### src/rtl/seven_seg_capture.sv
// Monitors a multiplexed active-low 4-digit 7-segment bus and reconstructs the nibble shown at each position.
// Optional per-position refresh timeout is enabled by defining SEG_CAPTURE_TIMEOUT_EN.
module seven_seg_capture #(
    parameter int STABLE_CYCLES  = 4,
    parameter int TIMEOUT_CYCLES = 1024
) (
    input  logic        clk,
    input  logic        rst_n,
    input  logic        mode,
    input  logic [3:0]  an,
    input  logic [6:0]  seg,
    output logic [15:0] digits,
    output logic [3:0]  digit_valid,
    output logic [3:0]  illegal,
    output logic        update
);

    localparam int CNT_W = $clog2(STABLE_CYCLES + 1);

    typedef enum logic [1:0] {
        IDLE,
        TRACK,
        HOLD
    } state_t;

    state_t     state_q, state_d;
    logic [CNT_W-1:0] count_q, count_d;
    logic [3:0] an_held_q, an_held_d;
    logic [6:0] seg_held_q, seg_held_d;
    logic       mode_prev_q, mode_prev_d;
    logic [15:0] digits_q, digits_d;
    logic [3:0] valid_q, valid_d;
    logic [3:0] illegal_q, illegal_d;
    logic       update_q, update_d;
    logic [1:0] rst_sync_q, rst_sync_d;
    logic       rst_int_n;

    logic       one_low;
    logic       same_pair;
    logic       mode_changed;
    logic       capture;
    logic [1:0] pos;
    logic [6:0] pattern;
    logic [4:0] decoded;

`ifdef SEG_CAPTURE_TIMEOUT_EN
    localparam int TO_W = $clog2(TIMEOUT_CYCLES + 1);
    logic [3:0][TO_W-1:0] to_cnt_q, to_cnt_d;
    logic [3:0]           to_act_q, to_act_d;
`else
    logic unused_timeout_cycles;
    assign unused_timeout_cycles = ^TIMEOUT_CYCLES;
`endif

    // Returns {legal, nibble}; decimal mode rejects A-F and adds the minus glyph.
    function automatic logic [4:0] decode_glyph(input logic dec_mode, input logic [6:0] p);
        logic       legal;
        logic [3:0] nib;
        legal = 1'b1;
        nib   = 4'h0;
        case (p)
            7'h7E: nib = 4'h0;
            7'h30: nib = 4'h1;
            7'h6D: nib = 4'h2;
            7'h79: nib = 4'h3;
            7'h33: nib = 4'h4;
            7'h5B: nib = 4'h5;
            7'h5F: nib = 4'h6;
            7'h70: nib = 4'h7;
            7'h7F: nib = 4'h8;
            7'h7B: nib = 4'h9;
            7'h77: begin nib = 4'hA; legal = !dec_mode; end
            7'h1F: begin nib = 4'hB; legal = !dec_mode; end
            7'h4E: begin nib = 4'hC; legal = !dec_mode; end
            7'h3D: begin nib = 4'hD; legal = !dec_mode; end
            7'h4F: begin nib = 4'hE; legal = !dec_mode; end
            7'h47: begin nib = 4'hF; legal = !dec_mode; end
            7'h01: begin nib = 4'hF; legal = dec_mode; end
            default: legal = 1'b0;
        endcase
        return {legal, nib};
    endfunction

    // Reset asserts asynchronously but is released to the core only after two clean edges.
    always_comb begin
        rst_sync_d = {rst_sync_q[0], 1'b1};
    end

    always_ff @(posedge clk or negedge rst_n) begin
        if (!rst_n) begin
            rst_sync_q <= 2'b00;
        end else begin
            rst_sync_q <= rst_sync_d;
        end
    end

    assign rst_int_n = rst_sync_q[1];

    always_comb begin
        one_low      = $onehot(~an);
        same_pair    = (an == an_held_q) && (seg == seg_held_q);
        mode_changed = (mode != mode_prev_q);
        pattern      = ~seg;
        decoded      = decode_glyph(mode, pattern);
        pos          = 2'd0;
        for (int i = 0; i < 4; i++) begin
            if (!an[i]) begin
                pos = 2'(i);
            end
        end
    end

    always_comb begin
        state_d     = state_q;
        count_d     = count_q;
        an_held_d   = an_held_q;
        seg_held_d  = seg_held_q;
        mode_prev_d = mode;
        digits_d    = digits_q;
        valid_d     = valid_q;
        illegal_d   = illegal_q;
        capture     = 1'b0;
`ifdef SEG_CAPTURE_TIMEOUT_EN
        to_cnt_d = to_cnt_q;
        to_act_d = to_act_q;
        for (int i = 0; i < 4; i++) begin
            if (to_act_q[i]) begin
                if (to_cnt_q[i] + TO_W'(1) == TO_W'(TIMEOUT_CYCLES)) begin
                    to_act_d[i]         = 1'b0;
                    to_cnt_d[i]         = '0;
                    valid_d[i]          = 1'b0;
                    illegal_d[i]        = 1'b0;
                    digits_d[4*i +: 4]  = 4'h0;
                end else begin
                    to_cnt_d[i] = to_cnt_q[i] + TO_W'(1);
                end
            end
        end
`endif

        if (mode_changed) begin
            state_d   = IDLE;
            count_d   = '0;
            valid_d   = 4'b0000;
            illegal_d = 4'b0000;
        end else begin
            case (state_q)
                IDLE: begin
                    if (one_low) begin
                        state_d    = TRACK;
                        an_held_d  = an;
                        seg_held_d = seg;
                        count_d    = CNT_W'(1);
                    end else begin
                        count_d = '0;
                    end
                end
                TRACK: begin
                    if (!one_low) begin
                        state_d = IDLE;
                        count_d = '0;
                    end else if (same_pair) begin
                        if (count_q + CNT_W'(1) == CNT_W'(STABLE_CYCLES)) begin
                            capture = 1'b1;
                            state_d = HOLD;
                        end
                        count_d = count_q + CNT_W'(1);
                    end else begin
                        an_held_d  = an;
                        seg_held_d = seg;
                        count_d    = CNT_W'(1);
                    end
                end
                HOLD: begin
                    if (!same_pair) begin
                        if (one_low) begin
                            state_d    = TRACK;
                            an_held_d  = an;
                            seg_held_d = seg;
                            count_d    = CNT_W'(1);
                        end else begin
                            state_d = IDLE;
                            count_d = '0;
                        end
                    end
                end
                default: begin
                    state_d = IDLE;
                    count_d = '0;
                end
            endcase
        end

        // Illegal glyphs keep the last good nibble so the monitor can still report it.
        if (capture) begin
            if (decoded[4]) begin
                digits_d[{pos, 2'b00} +: 4] = decoded[3:0];
                valid_d[pos]                = 1'b1;
                illegal_d[pos]              = 1'b0;
            end else if (pattern == 7'h00) begin
                digits_d[{pos, 2'b00} +: 4] = 4'h0;
                valid_d[pos]                = 1'b0;
                illegal_d[pos]              = 1'b0;
            end else begin
                valid_d[pos]   = 1'b0;
                illegal_d[pos] = 1'b1;
            end
        end

`ifdef SEG_CAPTURE_TIMEOUT_EN
        if (mode_changed) begin
            to_act_d = 4'b0000;
            to_cnt_d = '0;
        end else if (capture) begin
            to_act_d[pos] = 1'b1;
            to_cnt_d[pos] = '0;
        end
`endif

        update_d = (digits_d != digits_q) || (valid_d != valid_q) || (illegal_d != illegal_q);
    end

    always_ff @(posedge clk or negedge rst_int_n) begin
        if (!rst_int_n) begin
            state_q     <= IDLE;
            count_q     <= '0;
            an_held_q   <= 4'hF;
            seg_held_q  <= 7'h7F;
            mode_prev_q <= 1'b0;
            digits_q    <= 16'h0000;
            valid_q     <= 4'b0000;
            illegal_q   <= 4'b0000;
            update_q    <= 1'b0;
        end else begin
            state_q     <= state_d;
            count_q     <= count_d;
            an_held_q   <= an_held_d;
            seg_held_q  <= seg_held_d;
            mode_prev_q <= mode_prev_d;
            digits_q    <= digits_d;
            valid_q     <= valid_d;
            illegal_q   <= illegal_d;
            update_q    <= update_d;
        end
    end

`ifdef SEG_CAPTURE_TIMEOUT_EN
    always_ff @(posedge clk or negedge rst_int_n) begin
        if (!rst_int_n) begin
            to_cnt_q <= '0;
            to_act_q <= 4'b0000;
        end else begin
            to_cnt_q <= to_cnt_d;
            to_act_q <= to_act_d;
        end
    end
`endif

    assign digits      = digits_q;
    assign digit_valid = valid_q;
    assign illegal     = illegal_q;
    assign update      = update_q;

endmodule
### config.mk
export PLATFORM = sky130hd
export DESIGN_NAME = seven_seg_capture
export DESIGN_NICKNAME = d
export VERILOG_FILES = /design/src/rtl/seven_seg_capture.sv
export SDC_FILE = /design/constraint.sdc
export NUM_CORES = 1
export LEC_CHECK = 0
export ABC_AREA = 0
export BUFFER_PORTS_ARGS = -buffer_cell sky130_fd_sc_hd__buf_2
export CAP_MARGIN = 5
export CORE_ASPECT_RATIO = 1.5
export CORE_UTILIZATION = 53
export DETAILED_ROUTE_END_ITERATION = 8
export PLACE_DENSITY = 0.79
export SYNTH_ARGS = -nofsm -noshare
export SYNTH_HDL_FRONTEND = slang
export SYNTH_SLANG_ARGS = --single-unit
### constraint.sdc
create_clock -name clk -period 2.15 [get_ports clk]
set_input_delay 0.645 -clock clk [delete_from_list [all_inputs] [get_ports clk]]
set_output_delay 0.645 -clock clk [all_outputs]
set_load 0.01 [all_outputs]
==> impl_metrics.env, run 1 <==
export IMPL_status="finished, violations left"
export IMPL_violations="setup timing"
export IMPL_setup_ws_ns=-1.27
export IMPL_post_dp_cell_area_sq_um=4010
export IMPL_syn_to_final_growth_pct=44.0
export IMPL_num_rows=33
export IMPL_synth_async_reset_ratio_pct=100
export IMPL_synth_seq_area_share_pct=36.2
export IMPL_drtAntennaViolNets=0
export IMPL_critPathArrivalTime_ns=3.59
export IMPL_criticalPathCategory="in -> reg"
export IMPL_dieArea_sq_um=6130
export IMPL_fillCellCount=343
export IMPL_drt_wl_total_microns=11200
export IMPL_holdCritPathClass="in -> async"
export IMPL_gp_congestion=0.989
export IMPL_fmax_mhz=292
export IMPL_worst_slew_pin_transition_ns=0.622
export IMPL_nets=477
export IMPL_synth_edf_count=0
export IMPL_synth_cells=335
export IMPL_place_inst=510
export IMPL_drt_initial_drc_count=438
export IMPL_relSlewSlack_pct=58.5
export IMPL_track_usage_pct=36.7
export IMPL_ys_ff_latch=44
export IMPL_n_antenna_cell=0
export IMPL_clockBufferDepth=2
export IMPL_clk_latency_ns=0.29
export IMPL_skew_ns=0.00626
export IMPL_period_minus_slack_ns=3.42
export IMPL_grt_pass1_wl_microns=17100
export IMPL_die_w_microns=64.2
export IMPL_rsz0062_at_grt="yes"
export IMPL_cts_buffers=5
export IMPL_cp_data_required_time_ns=2.32
export IMPL_start_util_pct=55.7
export IMPL_startpoint_type="input port"
export IMPL_setup_viol=41
export IMPL_grt_max_degree=35
export IMPL_antenna_found_initial=0
export IMPL_syn_num_nets=354
export IMPL_core_sq_um=5530
export IMPL_vdd_drop_max_mv=0.499
export IMPL_netlist_area_sq_um=3080
export IMPL_clk_pin_slew_ns=0.08
export IMPL_wl_per_cell_microns=21.1
export IMPL_finalMaxSlewViolations=0
export IMPL_crit_path_end_kind="register"
export IMPL_yosysWarnings=0
export IMPL_layout_drive_gt1_share_pct=50.1
export IMPL_die_h_microns=95.4
export IMPL_cp_max_fo=5
export IMPL_hold_viol=0
export IMPL_ios=39
export IMPL_dp_hpwl_microns=6920
export IMPL_leakage_nw=2.00
export IMPL_cap_violations=0
export IMPL_clkSinkCount=44
export IMPL_synth_main_ff_cell="dfrtp_1"
export IMPL_portBuffers=38
export IMPL_dr_pass1_iters=5
export IMPL_syn_avg_cell_area_sq_um=9.20
export IMPL_p_per_area_nw_per_um2=513
export IMPL_synth_distinct_cells=75
export IMPL_clockRootBuffer="clkbuf_8"
export IMPL_finalInstanceArea_sq_um=4440
export IMPL_overflow=0
export IMPL_cts_tree="built"
export IMPL_final_cells=529
export IMPL_grt_pass1_vias=3402
export IMPL_route_detailed_drc=0
export IMPL_finalCritPeriodShare_pct=159
export IMPL_avgViaCountPerCell=6.61
export IMPL_vias=3497
export IMPL_htreeDepth=2
[metal layers]
layer	up-vias	routed length, microns	global-route usage, %
met5	-	0	0
met4	0	755	21.7
met3	112	891	5.86
met2	235	5600	64.0
met1	1645	3940	42.1
li1	1505	-	-
[state kept, by name, summed over array words and instances (netlist names)]
| signal | flops |
|---|---|
| digit_valid | 4 |
| digits | 16 |
| an_held_q | 4 |
| count_q | 3 |
| state_q | 2 |
| mode_prev_q | 1 |
| rst_sync_q | 2 |
| illegal | 4 |
| update | 1 |
| seg_held_q | 7 |
[timing repair]
item	4_1_cts	5_1_grt
setup buffers	9	1
endpoints found under the setup margin	41	41
pin swaps	19	4
gates resized for setup	81	7
cloned	1	0
hold buffers	0	0
[power by group]
| part | leakage (nW) | switching [mW] | internal [mW] | total [mW] |
|---|---|---|---|---|
| clock | 0.0453 | 0.277 | 0.221 | 0.498 |
| combinational | 1.40 | 0.330 | 0.343 | 0.673 |
| sequential | 0.558 | 0.0870 | 1.01 | 1.10 |
[path summary, 6_finish.rpt]
path | from | to | slack, ns | cells after the start
worst max register to register | an_held_q[1] | update | -0.67 | 10
worst min-delay path | rst_n | rst_sync_q[0] | 0.12 | 1
worst min register to register | rst_sync_q[1] | count_q[0] | 0.16 | 0
min in group clk | rst_sync_q[0] | rst_sync_q[1] | 0.36 | 0
max in group asynchronous | rst_sync_q[1] | seg_held_q[2] | 1.20 | 1
worst max-delay path | an[0] | update | -1.27 | 15
[critical path, cell delays in order]
cell and delay, ns:
buf_6 0.10, fa_1 0.53, inv_1 0.05, ha_2 0.18, ha_4 0.26, nor3b_2 0.04
nand4_1 0.12, buf_4 0.14, nor2_4 0.05, nand4_1 0.16, o22ai_2 0.11, o31ai_1 0.32
o2111a_1 0.29, nand3_1 0.10, or4b_4 0.51
[stage by stage]
| stage | utilization, % | TNS (ns) | total power, mW | hold slack (ns) | worst slack [ns] |
|---|---|---|---|---|---|
| 5_1_grt | 80.2 | -28.22 | 2.37 | 0.110 | -1.34 |
| 3_3_place_gp | 72.4 | -35.24 | 1.64 | 0.143 | -1.30 |
| 6_report | 80.2 | -24.45 | 2.27 | 0.117 | -1.27 |
| 4_1_cts | 79.4 | -21.72 | 2.23 | 0.113 | -0.993 |
| 2_1_floorplan | - | -28.69 | 1.45 | 0.331 | -1.14 |
| 3_5_place_dp | 72.4 | -38.00 | 1.67 | 0.153 | -1.37 |
[logic make-up (layout without fill, tap and decap cells)]
kind of cell	count (synthesis)	after routing	share of synthesized area, %
and+or+nand+nor	126	127	25.1
other	1	1	0.122
AOI/OAI and AO/OA	96	96	21.4
muxes	11	11	3.98
xor gates and xnor gates	14	14	3.98
buffers and inverters	37	160	6.66
DFF	44	44	36.2
adders and majority gates	6	6	2.60
[layout make-up]
cell class	count	area, sq um	share of cell area (%)
timing repair buffer	144	1100	24.9
clock inverter	3	13.8	0.310
tap	70	87.6	1.97
clock buffer	5	68.8	1.55
inverter	8	30.0	0.677
multi-input combinational	255	2020	45.4
sequential	44	1110	25.1
[cells in the mapped netlist, drive strengths merged (7+ instances only)]
master / instances / area (sq um)
nor2: 14 / 55.1
dfrtp: 33 / 826
dfstp: 11 / 289
nand3: 17 / 97.6
buf: 17 / 126
nor3b: 8 / 60.1
nor3: 14 / 75.1
inv: 8 / 30.0
clkbuf: 12 / 48.8
mux2: 10 / 113
o21ai: 40 / 200
xor2: 12 / 105
a21oi: 13 / 76.3
nor4: 7 / 56.3
nand2: 23 / 86.3
[cells in the final DEF (no fill, tap or decap), drive strengths merged, types with 3 or more instances in the layout]
cell	instances
clkbuf	5
o31ai	3
a221oi	3
nor2	14
o211ai	3
and3	6
nand4	6
nand3	17
dfrtp	33
mux2	10
a22oi	5
a31oi	3
dfstp	11
or4	3
a32oi	3
o21ai	40
ha	4
a21oi	13
inv	8
o22ai	5
nand2	23
or3	4
nor4	7
and3b	4
and2	6
xor2	12
nand3b	3
clkinv	3
nor3	14
buf	144
nor3b	8
(Power assumes the default switching activity.)
==> run 2, diff against run 1 <==
BUFFER_PORTS_ARGS = -buffer_cell sky130_fd_sc_hd__buf_4   (was -buffer_cell sky130_fd_sc_hd__buf_2)
==> impl_metrics.env, run 2 (synthesis gave the netlist of run 1 again) <==
export IMPL_vdd_drop_max_mv=0.557
export IMPL_leakage_nw=2.05
export IMPL_portBuffers=38
export IMPL_crit_path_start="an[1]"
export IMPL_cp_max_fo=5
export IMPL_htreeDepth=2
export IMPL_grt_pass1_vias=3379
export IMPL_clk_pin_slew_ns=0.08
export IMPL_period_minus_slack_ns=3.46
export IMPL_cpPeakStageDelay_ns=0.51
export IMPL_n_antenna_cell=0
export IMPL_drt_initial_drc_count=361
export IMPL_clockBufferDepth=2
export IMPL_clk_latency_ns=0.30
export IMPL_die_w_microns=64.2
export IMPL_criticalPathCategory="in -> reg"
export IMPL_rsz0062_at_grt="yes"
export IMPL_worst_slew_pin_transition_ns=0.740
export IMPL_skew_ns=0.0106
export IMPL_dr_pass1_iters=7
export IMPL_worstPathCellList="buf_4, fa_1, inv_1, ha_2, ha_4, nor3b_4, nand4_1, buf_4, nor2_4, nand4_1, buf_4, o22ai_1, a21oi_1, o211ai_1, or4b_1"
export IMPL_avgViaCountPerCell=6.63
export IMPL_finalCritPeriodShare_pct=161
export IMPL_crit_buf_inv=4
export IMPL_dieArea_sq_um=6130
export IMPL_crit_family="simple AND/OR/NAND/NOR gates"
export IMPL_setup_ws_ns=-1.31
export IMPL_num_rows=33
export IMPL_area_sequential_sq_um=1110
export IMPL_startpoint_type="input port"
export IMPL_finalMaxSlewViolations=0
export IMPL_ios=39
export IMPL_wl_per_cell_microns=22.1
export IMPL_crit_top_cell="buf_4"
export IMPL_post_dp_cell_area_sq_um=4100
export IMPL_place_inst=509
export IMPL_ctsHoldBuffers=0
export IMPL_start_util_pct=55.7
export IMPL_antenna_found_initial=0
export IMPL_drt_wl_total_microns=11700
export IMPL_cap_violations=0
export IMPL_largest_register_ffs=16
export IMPL_dp_hpwl_microns=7240
export IMPL_fillCellCount=309
export IMPL_final_cells=529
export IMPL_final_cell_mix="buf_4, dfrtp_1, o21ai_0, nand2_1, buf_6"
export IMPL_relSlewSlack_pct=49.9
export IMPL_finalInstanceArea_sq_um=4560
export IMPL_crit_path_end_kind="register"
export IMPL_holdCritPathClass="in -> async"
export IMPL_fmax_mhz=289
export IMPL_cp_slowest_cell="fa_1"
export IMPL_status="finished, violations left"
export IMPL_syn_to_final_growth_pct=48.1
export IMPL_clockRootBuffer="clkbuf_8"
export IMPL_final_setup_tns_ns=-27.25
export IMPL_grt_max_degree=27
export IMPL_clkSinkCount=44
export IMPL_hold_viol=0
export IMPL_gp_congestion=0.982
export IMPL_p_per_area_nw_per_um2=526
export IMPL_cp_data_required_time_ns=2.37
export IMPL_track_usage_pct=36.4
export IMPL_overflow=0
export IMPL_r2r_slack_ns=-0.62
export IMPL_grt_pass1_wl_microns=17000
export IMPL_vias=3507
export IMPL_layout_drive_gt1_share_pct=49.5
export IMPL_cts_tree="built"
export IMPL_drtAntennaViolNets=0
export IMPL_violations="setup timing"
export IMPL_r2r_start="count_q[0]"
export IMPL_post_place_ws_ns=-1.39
export IMPL_final_util_pct=82.5
export IMPL_critPathArrivalTime_ns=3.68
export IMPL_route_detailed_drc=0
export IMPL_die_h_microns=95.4
export IMPL_final_common_cell="buf_4"
export IMPL_multi_input_area_sq_um=2020
export IMPL_setup_viol=41
export IMPL_core_sq_um=5530
export IMPL_cts_buffers=5
export IMPL_nets=477
## run 2: where the power goes
| part | switching (mW) | internal, mW |
|---|---|---|
| Combinational | 0.343 | 0.374 |
| Sequential | 0.0951 | 1.02 |
| Clock | 0.272 | 0.301 |
## run 2: final cells by class
| cell class | instances | area share [%] |
|---|---|---|
| Clock buffer | 8 | 2.22 |
| Inverter | 8 | 0.658 |
| Multi-Input combinational cell | 255 | 44.3 |
| Sequential cell | 44 | 24.4 |
| Tap cell | 70 | 1.92 |
| Timing Repair Buffer | 144 | 26.4 |
## run 2: path summary, 6_finish.rpt
kind                                 end  depth (start not counted)
max                               update                         15
min                        rst_sync_q[0]                          1
max reg2reg                       update                         11
min reg2reg                   state_q[0]                          0
max in group asynchronous    mode_prev_q                          1
min in group clk           rst_sync_q[1]                          0
## run 2: layer usage
metal	vias up	global-route usage [%]	wire, microns	share of wire (%)
li1	1501	-	-	-
met1	1687	41.2	4200	36
met2	230	65.4	5790	49
met3	89	5.26	896	7.7
met4	0	19.4	825	7.0
met5	-	0	0	0
## run 2: metrics by stage
| stage | hold slack [ns] | power (mW) |
|---|---|---|
| after floorplan | 0.331 | 1.45 |
| after global placement | 0.309 | 1.63 |
| after detailed placement | 0.311 | 1.67 |
| after CTS | 0.113 | 2.29 |
| after global routing | 0.107 | 2.50 |
| final | 0.120 | 2.40 |
## run 2: timing repair
item / in CTS / in global routing
setup buffers: 8 / 9
gates resized for setup: 66 / 29
cloned: 1 / 0
endpoints found under the setup margin: 41 / 41
endpoints found under the hold margin: 0 / 0
pin swaps: 16 / 13
## run 2: worst reg2reg max path: stages, from the launching register on
cell and delay [ns]:
dfrtp_1 0.42, ha_1 0.24, and3b_1 0.21, nand4_1 0.16
buf_4 0.15, nor2_4 0.05, nand4_1 0.18, buf_4 0.16
o22ai_1 0.13, a21oi_1 0.21, o211ai_1 0.13, or4b_1 0.58
==> run 3, diff against run 2 <==
CORE_MARGIN = 4   (was default)
clock period = 3.9 ns   (was 2.15 ns; I/O delays follow)
==> impl_metrics.env, run 3 (synthesis gave the netlist of run 1 again) <==
export IMPL_clkSinkCount=44
export IMPL_setup_viol=0
export IMPL_ios=39
export IMPL_final_cell_mix="buf_4, o21ai_0, dfrtp_1, nand2_1, nand3_1"
export IMPL_fin_hold_ws_ns=0.308
export IMPL_p_per_area_nw_per_um2=322
export IMPL_power_mw=1.23
export IMPL_num_rows=33
export IMPL_hold_viol=0
export IMPL_n_antenna_cell=0
export IMPL_finalInstanceArea_sq_um=3810
export IMPL_overflow=0
export IMPL_period_minus_slack_ns=3.76
export IMPL_crit_path_end_kind="register"
export IMPL_final_setup_tns_ns=0
export IMPL_clk_pin_slew_ns=0.08
export IMPL_die_h_microns=101
export IMPL_clk_latency_ns=0.29
export IMPL_portBuffers=38
export IMPL_drt_wl_total_microns=8160
export IMPL_r2r_slack_ns=1.24
export IMPL_nets=413
export IMPL_largest_register_ffs=16
export IMPL_drt_initial_drc_count=138
export IMPL_route_detailed_drc=0
export IMPL_fillCellCount=472
export IMPL_skew_ns=0.00412
export IMPL_finalCritPeriodShare_pct=96.4
export IMPL_die_w_microns=70.2
export IMPL_track_usage_pct=23.9
export IMPL_wl_per_cell_microns=17.5
export IMPL_avgViaCountPerCell=6.20
export IMPL_setup_ws_ns=0.141
export IMPL_antenna_found_initial=0
export IMPL_worst_slew_pin_transition_ns=0.797
export IMPL_leakage_nw=1.63
export IMPL_htreeDepth=2
export IMPL_cp_max_fo=5
export IMPL_cap_violations=0
export IMPL_grt_pass1_wl_microns=13700
export IMPL_final_common_cell="buf_4"
export IMPL_cts_buffers=5
export IMPL_grt_pass1_vias=2818
export IMPL_cts_setup_buffers=0
export IMPL_fmax_mhz=266
export IMPL_layout_drive_gt1_share_pct=33.7
export IMPL_relSlewSlack_pct=46.1
export IMPL_dr_pass1_iters=4
export IMPL_dp_hpwl_microns=6250
export IMPL_final_cells=465
export IMPL_clockBufferDepth=2
export IMPL_grt_max_degree=26
export IMPL_status="finished, final reports clean"
export IMPL_vdd_drop_max_mv=0.189
export IMPL_finalMaxSlewViolations=0
export IMPL_place_inst=457
export IMPL_startpoint_type="input port"
export IMPL_post_place_ws_ns=-0.242
export IMPL_final_util_pct=68.4
export IMPL_start_util_pct=55.3
export IMPL_clockRootBuffer="clkbuf_8"
export IMPL_vias=2882
export IMPL_core_sq_um=5570
export IMPL_ctsHoldBuffers=0
export IMPL_criticalPathCategory="in -> reg"
export IMPL_gp_congestion=0.923
export IMPL_post_dp_cell_area_sq_um=3650
export IMPL_drtAntennaViolNets=0
export IMPL_cts_tree="built"
export IMPL_critPathArrivalTime_ns=3.93
export IMPL_dieArea_sq_um=7120
export IMPL_cp_data_required_time_ns=4.07
export IMPL_holdCritPathClass="reg -> async"
export IMPL_syn_to_final_growth_pct=23.7
==> run 3: cell types whose count changed in the layout (fill, tap and decap cells not counted), sizes merged <==
cell,change
clkinv,+1
clkbuf,-2
bufinv,+1
or2,-1
buf,-63
==> run 3: cell type report <==
cell class | count | area (sq um) | area share [%]
Clock buffer | 6 | 82.6 | 2.17
Clock inverter | 2 | 33.8 | 0.886
Inverter | 8 | 30.0 | 0.788
Multi-Input combinational cell | 254 | 1810 | 47.6
Sequential cell | 44 | 1110 | 29.3
Tap cell | 70 | 87.6 | 2.30
Timing Repair Buffer | 81 | 649 | 17.0
==> run 3: critical path: stages <==
cell      delay, ns
buf_6          0.10
fa_1           0.53
inv_1          0.05
ha_2           0.18
ha_4           0.26
nor3b_2        0.04
nand4_1        0.22
nor2_4         0.08
nand4_1        0.17
o22ai_1        0.10
o31ai_1        0.25
o2111a_1       0.23
nand3_1        0.08
or4b_1         0.47
==> run 3: layer usage <==
layer	global-route usage [%]	routed length, microns
met2	42.9	4250
met1	28.9	3270
met3	2.58	403
met5	0	0
met4	10.3	238
==> run 3: final timing paths <==
kind	from	end	depth (start not counted)
worst max register to register	seg_held_q[0]	update	9
worst min register to register	rst_sync_q[1]	count_q[0]	0
worst min-delay path	rst_sync_q[1]	count_q[0]	0
max in group asynchronous	rst_sync_q[1]	digits[0]	1
worst max-delay path	an[3]	update	14
min in group clk	rst_sync_q[0]	rst_sync_q[1]	0
==> run 3: report_power, final <==
group | internal (mW) | leakage [nW] | switching, mW
Combinational | 0.139 | 1.02 | 0.132
Sequential | 0.559 | 0.558 | 0.0438
Clock | 0.206 | 0.0588 | 0.147
Total | 0.904 | 1.63 | 0.323
==> run 3: what timing repair did <==
item | 4_1_cts | 5_1_grt
hold endpoints to repair | 0 | 0
endpoints found under the setup margin | 0 | 1
resized for setup | 0 | 9
